[src/rtl/fetch_ctrl.sv]
// Instruction fetch controller: one outstanding request, redirect/flush handling, decode hand-off.
// Optional performance counters are compiled in with `define FETCH_PERF_CNT_EN.
module fetch_ctrl #(
  parameter logic [31:0] RESET_PC = 32'h0000_0000
) (
  input  logic        clk,
  input  logic        rst,
  input  logic        stall,
  input  logic        PCSrc,
  input  logic [31:0] branchTargetAddress,
  input  logic        mem_ready,
  input  logic [31:0] mem_rdata,
  output logic        mem_req,
  output logic [31:0] mem_addr,
  output logic [31:0] PCOut,
  output logic [31:0] instruction,
  output logic        if_valid,
  output logic [31:0] fetch_count,
  output logic [31:0] stall_count
);

  typedef enum logic [1:0] {
    IDLE  = 2'd0,
    FETCH = 2'd1,
    VALID = 2'd2,
    DROP  = 2'd3
  } state_t;

  state_t      state;
  logic [31:0] pending_target;

  // NOTE: every register here is state, so all assignments are non-blocking and
  // each one, including the pending target, gets an explicit asynchronous reset value.
  always_ff @(posedge clk or negedge rst) begin
    if (!rst) begin
      state          <= IDLE;
      mem_req        <= 1'b0;
      mem_addr       <= RESET_PC;
      PCOut          <= RESET_PC;
      instruction    <= 32'h0;
      if_valid       <= 1'b0;
      pending_target <= 32'h0;
    end else begin
      case (state)
        // A single settling cycle after reset; any stray ack or redirect is ignored.
        IDLE: begin
          state    <= FETCH;
          mem_req  <= 1'b1;
          mem_addr <= RESET_PC;
        end

        FETCH: begin
          if (PCSrc) begin
            if (mem_ready) begin
              // Returning word belongs to the abandoned path; reissue at the target.
              mem_addr <= branchTargetAddress;
            end else begin
              pending_target <= branchTargetAddress;
              state          <= DROP;
            end
          end else if (mem_ready) begin
            instruction <= mem_rdata;
            PCOut       <= mem_addr;
            if_valid    <= 1'b1;
            mem_req     <= 1'b0;
            state       <= VALID;
          end
        end

        VALID: begin
          if (PCSrc) begin
            if_valid <= 1'b0;
            mem_req  <= 1'b1;
            mem_addr <= branchTargetAddress;
            state    <= FETCH;
          end else if (!stall) begin
            if_valid <= 1'b0;
            mem_req  <= 1'b1;
            mem_addr <= PCOut + 32'd4;
            state    <= FETCH;
          end
        end

        DROP: begin
          if (mem_ready) begin
            // A redirect arriving with the ack is newer than the pending one.
            mem_addr <= PCSrc ? branchTargetAddress : pending_target;
            state    <= FETCH;
          end else if (PCSrc) begin
            pending_target <= branchTargetAddress;
          end
        end

        default: begin
          state   <= IDLE;
          mem_req <= 1'b0;
        end
      endcase
    end
  end

`ifdef FETCH_PERF_CNT_EN
  logic accept;
  logic stall_hit;

  assign accept    = (state == FETCH) && mem_ready && !PCSrc;
  assign stall_hit = (state == VALID) && stall;

  // Both counters stick at all-ones instead of wrapping.
  always_ff @(posedge clk or negedge rst) begin
    if (!rst) begin
      fetch_count <= 32'h0;
      stall_count <= 32'h0;
    end else begin
      if (accept && (fetch_count != 32'hFFFF_FFFF)) fetch_count <= fetch_count + 32'd1;
      if (stall_hit && (stall_count != 32'hFFFF_FFFF)) stall_count <= stall_count + 32'd1;
    end
  end
`else
  assign fetch_count = 32'h0;
  assign stall_count = 32'h0;
`endif

endmodule

[config.mk]
export PLATFORM = sky130hd
export DESIGN_NAME = fetch_ctrl
export DESIGN_NICKNAME = d
export VERILOG_FILES = /design/src/rtl/fetch_ctrl.sv
export SDC_FILE = /design/constraint.sdc
export NUM_CORES = 1
export LEC_CHECK = 0
export BUFFER_PORTS_ARGS = -buffer_cell sky130_fd_sc_hd__buf_4
export CAP_MARGIN = 20
export CELL_PAD_IN_SITES_DETAIL_PLACEMENT = 0
export CELL_PAD_IN_SITES_GLOBAL_PLACEMENT = 1
export CORE_ASPECT_RATIO = 1.1
export CORE_MARGIN = 5
export CORE_UTILIZATION = 42
export DETAILED_ROUTE_END_ITERATION = 7
export PLACE_DENSITY = 0.83
export SLEW_MARGIN = 5
export SYNTH_ARGS = -nofsm -noshare
export SYNTH_HDL_FRONTEND = slang
export SYNTH_SLANG_ARGS = --single-unit
[constraint.sdc]
create_clock -name clk -period 5 [get_ports clk]
set_input_delay 0.25 -clock clk [delete_from_list [all_inputs] [get_ports clk]]
set_output_delay 0.25 -clock clk [all_outputs]
set_load 0.01 [all_outputs]
==> summary.txt, run 1 <==
Critical path
  – Most numerous cell on the critical path: buf_4
  – Endpoint class of the critical path: register
  – CP Launch Type: register
  – Crit path required time: 5.28 ns
  – Worst path slowest cell: a211oi_4
  – Crit Path Max Fanout: 48
  – Critical path class: reg -> reg
  – Arrival time worst endpoint: 2.99 ns
  – Cells along the critical path: buf_4, nand2b_1, a211oi_4, buf_4, nor3_1, a221oi_1, o21ai_0
  – Max stage delay on crit path: 0.74 ns

Power
  – Clock share of power: 26.8%
  – Internal power: 2855 uW
  – Sw frac: 34.47%
  – Logic pwr share: 32.4%
  – VDD IR-drop max: 0.2667 mV
  – Sw Pwr: 1502 uW
  – Sequential share of power: 40.9%
  – P_leak: 0.004030 uW
  – PwrDens: 501.6 mW/mm2

Layout
  – Antenna Cells: 0
  – Fillcell total: 1432
  – Layout Nets: 852
  – Layout area overhead: 25.09%
  – Layout cell share with drive strength beyond 1: 40.38%
  – Design Area, Final: 0.008685 mm2

Synthesis
  – Mux share of post-synthesis cell area: 19.52%
  – Ys async rst share: 100.0%
  – Top cell type's share of synthesized area: 47.58%
  – Post-Synth Adder-Cell Area: 0.1802%
  – Post-synth EDFFs: 0
  – Synth warnings: 0
  – Mapped Area: 0.006943 mm2
  – Post-synth top area cell: dfrtp_1
  – Yosys cell types: 44
  – Count leader, synth: dfrtp_1
  – Synth Area in Compound Gates: 10.04%
  – XOR/XNOR Fraction of Synth Area: 3.154%
  – Synth Flop Type: dfrtp_1
  – Largest family of logic cells by synthesized area: multiplexers
  – Post-synthesis sequential area ratio: 47.58%
  – Cells after Synth: 624
  – Top cells by area, synth: dfrtp_1 48%, mux2_2 17%, buf_4 6.9%
  – #FFs+latches synth: 132
  – Avg Cell Area, Syn: 11.13 um2
  – Top cells by count, synth: 132 x dfrtp_1, 107 x mux2_2, 64 x buf_4
  – Post-Synth Simple-Gate Area: 10.06%

STA
  – Crit path time final: 2.712 ns
  – Clk_skew: 0.01004 ns
  – Count of pins over their slew limit: 0
  – Max Fclk: 368.7 MHz
  – Worst slew margin: 28.36%
  – Final Hold Viols: 6
  – Number of setup violations in the final report: 0
  – Setup_tns: 0 ns
  – Worst Max-Slew Pin Slew: 1.075 ns
  – RSZ-0062 raised after global routing: no
  – WHS: -0.02140 ns
  – Fin crit share: 54.24%

Flow run
  – MaxCap Viol Count: 0

Floorplan
  – Die height: 144.8 um
  – Die area: 0.01921 mm2
  – Die width: 132.6 um
  – Initial Util: 42.57%
  – Core box area: 0.01631 mm2
  – Num rows: 49
  – Io pins: 231

Routing
  – Residual DRC count: 0
  – Antenna Nets Post-Route: 0
  – Via count: 5360
  – Via density: 5.365
  – Routed Wire Length: 18780 um
  – Initial DRC count: 303
  – Drt first pass iters: 4
  – Wire length per cell: 18.79 um

Global routing
  – Tot GR Track Use: 19.83%
  – Initial antenna violation count: 0
  – Vias in the first global route: 5569
  – GR Util met1: 23.98%
  – Remaining global-route overflow: 0
  – Routing usage on met3: 7.261%
  – GR Util met2: 33.24%
  – First-pass GRT wire length: 30050 um
  – Largest net degree at the start of global routing: 76
  – Busiest grt layer: met2

Clock network
  – Clock Sinks: 132
  – Cts repair resizes: 0
  – Clk_lat worst skew: 0.42 ns
  – Root buffer cell: clkbuf_16
  – CTS Buf Count: 17
  – TritonCTS clock tree: yes
  – Clock tree buffer depth: 2
  – Hold_buf cts: 0
  – CTS H-tree depth: 4
  – Post-CTS Setup Bufs: 0
  – Clock Pin Slew Worst Setup and Hold Paths: 0.06 ns

Placement
  – RePlAce Congestion: 0.7914
  – IO Port Bufs: 166
  – HPWL after detailed placement: 13610 um
  – Cell Area, Placed: 0.008130 mm2

Run status
  – Outcome: finished with violations
  – Failing checks: negative hold slack

Worst hold path
  – Hold Crit Class: in -> async
==> critical path, delay by kind of cell (launching register included) <==
| family | cells | cell delay [ns] |
|---|---|---|
| buf+inv | 2 | 0.81 |
| compound gates | 3 | 1.14 |
| flops | 1 | 0.34 |
| simple gates | 2 | 0.28 |
==> path summary, 6_finish.rpt <==
check	slack, ns	start	depth (start not counted)	to
max	2.29	state[0]	7	mem_addr[26]
min	-0.02	rst	1	instruction[4]
max reg2reg	2.29	state[0]	7	mem_addr[26]
min reg2reg	0.50	pending_target[28]	1	pending_target[28]
max in group asynchronous	3.68	rst	2	pending_target[19]
min in group clk	0.05	mem_rdata[30]	2	instruction[30]
==> stage by stage <==
| step | worst slack (ns) | power, uW | utilization (%) | instances | hold WS (ns) |
|---|---|---|---|---|---|
| 3_5_place_dp | 2.301 | 3221 | 49.85 | 967 | 0.4614 |
| 6_report | 2.288 | 4356 | 53.25 | 999 | -0.02140 |
| 4_1_cts | 2.311 | 4398 | 53.25 | 999 | 0.01049 |
| 3_3_place_gp | 2.423 | 3174 | 49.85 | 967 | 0.4458 |
| 5_1_grt | 2.112 | 4612 | 53.25 | 999 | 0.03992 |
| 2_1_floorplan | 3.200 | 2478 | - | 687 | -0.04559 |
==> cell usage in the layout, fill, tap and decap left out, types with 3 or more instances in the layout <==
cell / n
a21oi_1: 26
a221oi_1: 17
a221oi_2: 3
a31oi_1: 3
and3_1: 13
and4_1: 5
buf_4: 174
clkbuf_16: 17
clkinv_2: 5
clkinv_4: 3
clkinvlp_4: 4
conb_1: 64
dfrtp_1: 132
inv_1: 8
mux2_2: 107
mux2i_1: 15
nand2_1: 40
nand3_1: 14
nand4_1: 7
nor2_1: 31
nor3_1: 12
o211ai_1: 3
o21ai_0: 30
o221ai_1: 9
xnor2_1: 8
xor2_1: 17
==> power groups by stage <==
stage | clock, uW | sequential [uW] | combinational, uW
2_1_floorplan | 0 | 1820 | 656
3_3_place_gp | 0 | 1780 | 1400
3_5_place_dp | 0 | 1790 | 1430
4_1_cts | 1180 | 1780 | 1430
5_1_grt | 1230 | 1840 | 1540
6_report | 1170 | 1780 | 1410
==> kinds of logic (layout without fill, tap and decap cells) <==
group,after synthesis,in the layout
fa+ha+maj,1,1
buf+inv,106,214
other cells,1,64
xor+xnor,25,25
compound gates,103,103
simple gates,134,134
mux,122,122
flops,132,132
==> final cells by class <==
cell class	instances	area, um2	area share, %
clock buffer	19	442.9	5.100
clock inverter	13	111.4	1.282
tap	204	255.2	2.939
inverter	8	30.03	0.3458
sequential	132	3303	38.03
timing repair buffer	174	1306	15.04
multi-input combinational	449	3236	37.26
==> sequential cells by signal, summed over array words and instances (netlist names) <==
register and count:
PCOut 32, instruction 32, mem_addr 32, pending_target 32, state 2, if_valid 1, mem_req 1
==> layer usage <==
layer / vias up / routed length, um
met2: 214 / 9304
met4: 0 / 243
met3: 19 / 1799
met5: - / 0
li1: 2445 / -
met1: 2682 / 7427
Note: power is estimated with default switching activity, not from simulation.
==> run 2: changes to the inputs <==
- CORE_UTILIZATION: 42 -> 35
- PLACE_DENSITY: 0.83 -> 0.73
- clock period: 5 -> 2.3 ns (I/O delays scaled with it)
==> summary.txt, run 2 (synthesis results as in run 1) <==
Routing
  – Wire length per cell: 17.70 um (-5.8%)
  – Drt first pass iters: 4 (unchanged)
  – Antenna Nets Post-Route: 0 (unchanged)
  – Routed Wire Length: 20080 um (+6.9%)
  – Residual DRC count: 0 (unchanged)
  – Via count: 5525 (+3.1%)
  – Via density: 4.872 (-9.2%)
  – Initial DRC count: 313 (+3.3%)

Global routing
  – First-pass GRT wire length: 31530 um (+4.9%)
  – Tot GR Track Use: 17.72% (-2.1 points)
  – Remaining global-route overflow: 0 (unchanged)
  – Largest net degree at the start of global routing: 59 (-22%)
  – Vias in the first global route: 5781 (+3.8%)
  – Initial antenna violation count: 1 (+1)

Clock network
  – Post-CTS Setup Bufs: 0 (unchanged)
  – Clock tree buffer depth: 2 (unchanged)
  – CTS Buf Count: 17 (unchanged)
  – Cts repair resizes: 0 (unchanged)
  – Clock Sinks: 132 (unchanged)
  – TritonCTS clock tree: yes
  – Clock Pin Slew Worst Setup and Hold Paths: 0.06 ns (about the same)
  – Clk_lat worst skew: 0.42 ns (about the same)
  – Root buffer cell: clkbuf_16
  – CTS H-tree depth: 4 (unchanged)
  – Hold_buf cts: 64 (+64)

Placement
  – Placed Cells: 1037 (+7.2%)
  – IO Port Bufs: 166 (unchanged)
  – RePlAce Congestion: 0.8076 (+2.0%)
  – HPWL after detailed placement: 14150 um (+4.0%)

Power
  – VDD IR-drop max: 0.5506 mV (+110%)
  – P_leak: 0.004431 uW (+9.9%)
  – PwrDens: 1017 mW/mm2 (+100%)

STA
  – Number of setup violations in the final report: 0 (unchanged)
  – Count of pins over their slew limit: 0 (unchanged)
  – Worst Max-Slew Pin Slew: 0.8052 ns (-0.2694 ns)
  – Fin crit share: 88.31% (+34 points)
  – Crit path time final: 2.031 ns (-0.6811 ns)
  – Worst slew margin: 45.75% (+17 points)
  – RSZ-0062 raised after global routing: no
  – Setup_tns: 0 ns (unchanged)
  – Max Fclk: 492.3 MHz (+34%)
  – Final Hold Viols: 0 (-6)
  – Clk_skew: 0.005341 ns (-0.004697 ns)

Run status
  – Outcome: finished clean

Floorplan
  – Die height: 157.7 um (+8.9%)
  – Die area: 0.02276 mm2 (+18%)
  – Num rows: 54 (+10%)
  – Initial Util: 35.31% (-7.3 points)
  – Io pins: 231 (unchanged)
  – Die width: 144.3 um (+8.8%)
  – Core box area: 0.01966 mm2 (+21%)

Layout
  – Util after Layout: 49.03% (-4.2 points)
  – Most frequent cells in the layout: 191 x buf_4, 132 x dfrtp_1, 107 x mux2_2
  – Multi-input logic area: 0.003236 mm2 (unchanged)
  – Post-route insts no fill: 1134 (+14%)
  – Sequential cell area: 0.003303 mm2 (unchanged)
  – Layout cell share with drive strength beyond 1: 38.93% (-1.4 points)
  – Most common cell after layout, fill and taps aside: buf_4
  – Layout Nets: 938 (+10%)
  – Layout area overhead: 38.84%
  – Fillcell total: 1783 (+25%)

Critical path
  – Endpoint class of the critical path: register
  – CP Launch Type: register
  – Worst path slowest cell: nor4_4
  – Cells along the critical path: nand4_4, nor4_4, nand3_1, xor2_1, a221oi_1
  – Arrival time worst endpoint: 2.35 ns (-0.64 ns)
  – Max stage delay on crit path: 0.56 ns (-0.18 ns)
  – Crit Path Max Fanout: 7 (-85%)
  – Worst R2R Setup Slack: 0.27 ns (-2.02 ns)
  – Critical path class: reg -> reg
  – Crit path required time: 2.61 ns (-2.67 ns)

Worst hold path
  – Hold Crit Class: in -> reg

Flow run
  – MaxCap Viol Count: 0 (unchanged)
[run 2: area by class of cell]
class	instances	share of cell area [%]
clock inverters	12	1.350
multi-input cells	449	33.57
well taps	252	3.271
diodes	1	0.02596
inverters	8	0.3115
repair buffers	260	22.47
clock buffers	20	4.738
flip-flops and latches	132	34.27
[run 2: report_power, final]
group,leakage [uW],total [uW],internal (uW),switching (uW)
registers,0.00157,3810,3050,763
clock network,0.000274,2700,1650,1050
logic,0.00259,3300,1820,1480
[run 2: per-stage QoR]
step / setup slack, ns / hold WS (ns) / instance area (um2) / total power, uW
CTS: 0.2428 / 0.006163 / 9637 / 9945
finish: 0.2689 / 0.01807 / 9639 / 9807
global placement: 0.3432 / 0.1425 / 8409 / 7061
global route: 0.06705 / 0.008601 / 9639 / 10400
floorplan: 0.5002 / -0.1806 / 7179 / 5387
detailed placement: 0.3026 / 0.1463 / 8409 / 7107
[run 2: worst paths after layout]
kind,start,endpoint,cells past startpoint
max,PCOut[4],mem_addr[30],5
min,branchTargetAddress[31],pending_target[31],3
max reg2reg,PCOut[4],mem_addr[30],5
min reg2reg,pending_target[23],pending_target[23],1
max in group asynchronous,rst,instruction[29],3
min in group asynchronous,rst,mem_addr[4],2
[run 2: metal layers]
metal | GRT usage, % | routed length (um)
met5 | 0 | 0
met4 | 5.064 | 308
met3 | 5.770 | 1651
met2 | 29.49 | 9814
met1 | 22.06 | 8303
[run 2: worst max-delay path, delay by kind of cell, from the launching register on]
kind / cells / cell delay [ns]
compound gates: 1 / 0.29
flops: 1 / 0.50
xor+xnor: 1 / 0.18
simple gates: 3 / 0.95
==> run 3: changes to the inputs <==
--- a/config.mk
+++ b/config.mk
@@ -10,5 +10,5 @@
 export CELL_PAD_IN_SITES_DETAIL_PLACEMENT = 0
 export CELL_PAD_IN_SITES_GLOBAL_PLACEMENT = 1
-export CORE_ASPECT_RATIO = 1.1
+export CORE_ASPECT_RATIO = 0.7
 export CORE_MARGIN = 5
 export CORE_UTILIZATION = 35
==> constraint.sdc (replaced) <==
create_clock -name clk -period 2.3 [get_ports clk]
set_input_delay 0.115 -clock clk [delete_from_list [all_inputs] [get_ports clk]]
set_output_delay 0.115 -clock clk [all_outputs]
set_load 0.02 [all_outputs]
==> summary.txt, run 3 (synthesis results as in run 1) <==
Clock network
  – Cts repair resizes: 0 (unchanged)
  – TritonCTS clock tree: yes
  – Clock Sinks: 132 (unchanged)
  – Hold_buf cts: 63 (-1.6%)
  – Clock Pin Slew Worst Setup and Hold Paths: 0.06 ns (about the same)
  – Root buffer cell: clkbuf_16
  – CTS Buf Count: 17 (unchanged)
  – Post-CTS Setup Bufs: 0 (unchanged)
  – CTS H-tree depth: 4 (unchanged)
  – Clk_lat worst skew: 0.42 ns (about the same)
  – Clock tree buffer depth: 2 (unchanged)

Flow run
  – MaxCap Viol Count: 0 (unchanged)

Global routing
  – Initial antenna violation count: 1 (unchanged)
  – Tot GR Track Use: 17.85% (+0.13 points)
  – First-pass GRT wire length: 31510 um (about the same)
  – Vias in the first global route: 5447 (-5.8%)
  – Largest net degree at the start of global routing: 59 (unchanged)
  – Remaining global-route overflow: 0 (unchanged)

Routing
  – Via density: 4.874 (about the same)
  – Initial DRC count: 355 (+13%)
  – Residual DRC count: 0 (unchanged)
  – Routed Wire Length: 20450 um (+1.9%)
  – Drt first pass iters: 5 (+1)
  – Antenna Nets Post-Route: 0 (unchanged)
  – Via count: 5590 (+1.2%)
  – Wire length per cell: 17.83 um (+0.72%)

Placement
  – HPWL after detailed placement: 14370 um (+1.5%)
  – RePlAce Congestion: 0.7751 (-4.0%)
  – IO Port Bufs: 166 (unchanged)
  – Dpl ws: 0.1955 ns (-0.1072 ns)

Layout
  – Antenna Cells: 0 (-1)
  – Most common cell after layout, fill and taps aside: buf_4
  – Util after Layout: 48.82% (-0.21 points)
  – Layout area overhead: 38.08%
  – Most frequent cells in the layout: 189 x buf_4, 132 x dfrtp_1, 107 x mux2_2
  – Layout cell share with drive strength beyond 1: 38.88% (-0.050 points)
  – Layout Nets: 934 (-0.43%)
  – Fillcell total: 1853 (+3.9%)

Floorplan
  – Core box area: 0.01964 mm2 (-0.12%)
  – Num rows: 43 (-20%)
  – Io pins: 231 (unchanged)
  – Die height: 127.8 um (-19%)
  – Initial Util: 35.36% (+0.043 points)
  – Die area: 0.02280 mm2 (+0.19%)
  – Die width: 178.3 um (+24%)

Worst hold path
  – Hold path depth: 4 (+1)
  – Hold Crit Class: in -> reg
  – HP Start: mem_ready
  – Hold Path End: state[1]

STA
  – Crit path time final: 2.097 ns (+0.06588 ns)
  – Setup WS post-layout: 0.2030 ns (-0.06588 ns)
  – Number of setup violations in the final report: 0 (unchanged)
  – Count of pins over their slew limit: 0 (unchanged)
  – Clk_skew: 0.008077 ns (+0.002736 ns)
  – Max Fclk: 476.9 MHz (-3.1%)
  – Fin crit share: 91.17% (+2.9 points)
  – RSZ-0062 raised after global routing: no
  – Final Hold Viols: 0 (unchanged)
  – WHS: 0.01480 ns (-0.003267 ns)
  – Worst Max-Slew Pin Slew: 0.8341 ns (+0.02890 ns)
  – Worst slew margin: 44.19% (-1.6 points)
  – Setup_tns: 0 ns (unchanged)

Critical path
  – R2r worst-path depth: 5 (unchanged)
  – Crit path required time: 2.62 ns (about the same)
  – Crit Path Max Fanout: 9 (+2)
  – R2r endpoint: mem_addr[19]
  – Cells along the critical path: nand4_1, nor4_4, nand3_1, xor2_1, a221oi_2
  – Largest delay share family, worst path: simple AND/OR/NAND/NOR gates
  – R2R Path Start: PCOut[12]
  – Critical path class: reg -> reg
  – Endpoint class of the critical path: register
  – Max stage delay on crit path: 0.61 ns (+0.05 ns)
  – CP Launch Type: register
  – Worst R2R Setup Slack: 0.20 ns (-0.07 ns)
  – Crit path buf inv count: 0 (unchanged)
  – Arrival time worst endpoint: 2.42 ns (+0.07 ns)
  – Worst path slowest cell: nor4_4

Power
  – P_leak: 0.004402 uW (-0.64%)
  – VDD IR-drop max: 0.4715 mV (-14%)
  – Total Power: 10310 uW (+5.2%)
  – PwrDens: 1076 mW/mm2 (+5.7%)

Run status
  – Outcome: finished clean
## run 3: worst max path at each step
stage                          from            to  cells after the start
after global routing      PCOut[12]  mem_addr[29]                      5
after global placement     PCOut[5]  mem_addr[29]                      5
final                     PCOut[12]  mem_addr[19]                      5
after floorplan           PCOut[12]  mem_addr[29]                      5
after detailed placement  PCOut[12]  mem_addr[19]                      5
after CTS                 PCOut[12]  mem_addr[19]                      5
## run 3: through the flow
stage	cells	area [um2]
6_report	1147	9587
2_1_floorplan	687	7179
3_5_place_dp	1052	8397
3_3_place_gp	1052	8397
5_1_grt	1147	9587
4_1_cts	1147	9587
## run 3: layout make-up
type,count,area [um2],share of cell area (%)
multi-input cells,449,3236,33.75
clock inverters,15,133.9,1.396
repair buffers,256,2121,22.12
inverters,8,30.03,0.3132
flip-flops and latches,132,3303,34.46
clock buffers,17,425.4,4.437
well taps,270,337.8,3.524
## run 3: tightest hold or removal path, cell delays in order
cell	delay (ns)
buf_4	0.11
nor2_1	0.05
o21ai_0	0.06
nand2_1	0.05
## run 3: routing by layer
metal / global-route usage (%) / vias up / wire length [um]
li1: - / 2615 / -
met1: 27.83 / 2756 / 10140
met2: 24.37 / 201 / 8550
met3: 4.923 / 16 / 1555
met4: 3.969 / 2 / 197
met5: 0 / - / 13
## run 3: where the power goes
| part | leakage, uW | total (uW) | internal [uW] | switching, uW |
|---|---|---|---|---|
| Sequential | 0.00157 | 3840 | 3050 | 788 |
| Clock | 0.000269 | 2590 | 1490 | 1100 |
| Combinational | 0.00256 | 3890 | 1830 | 2060 |
| Total | 0.00440 | 10300 | 6370 | 3950 |
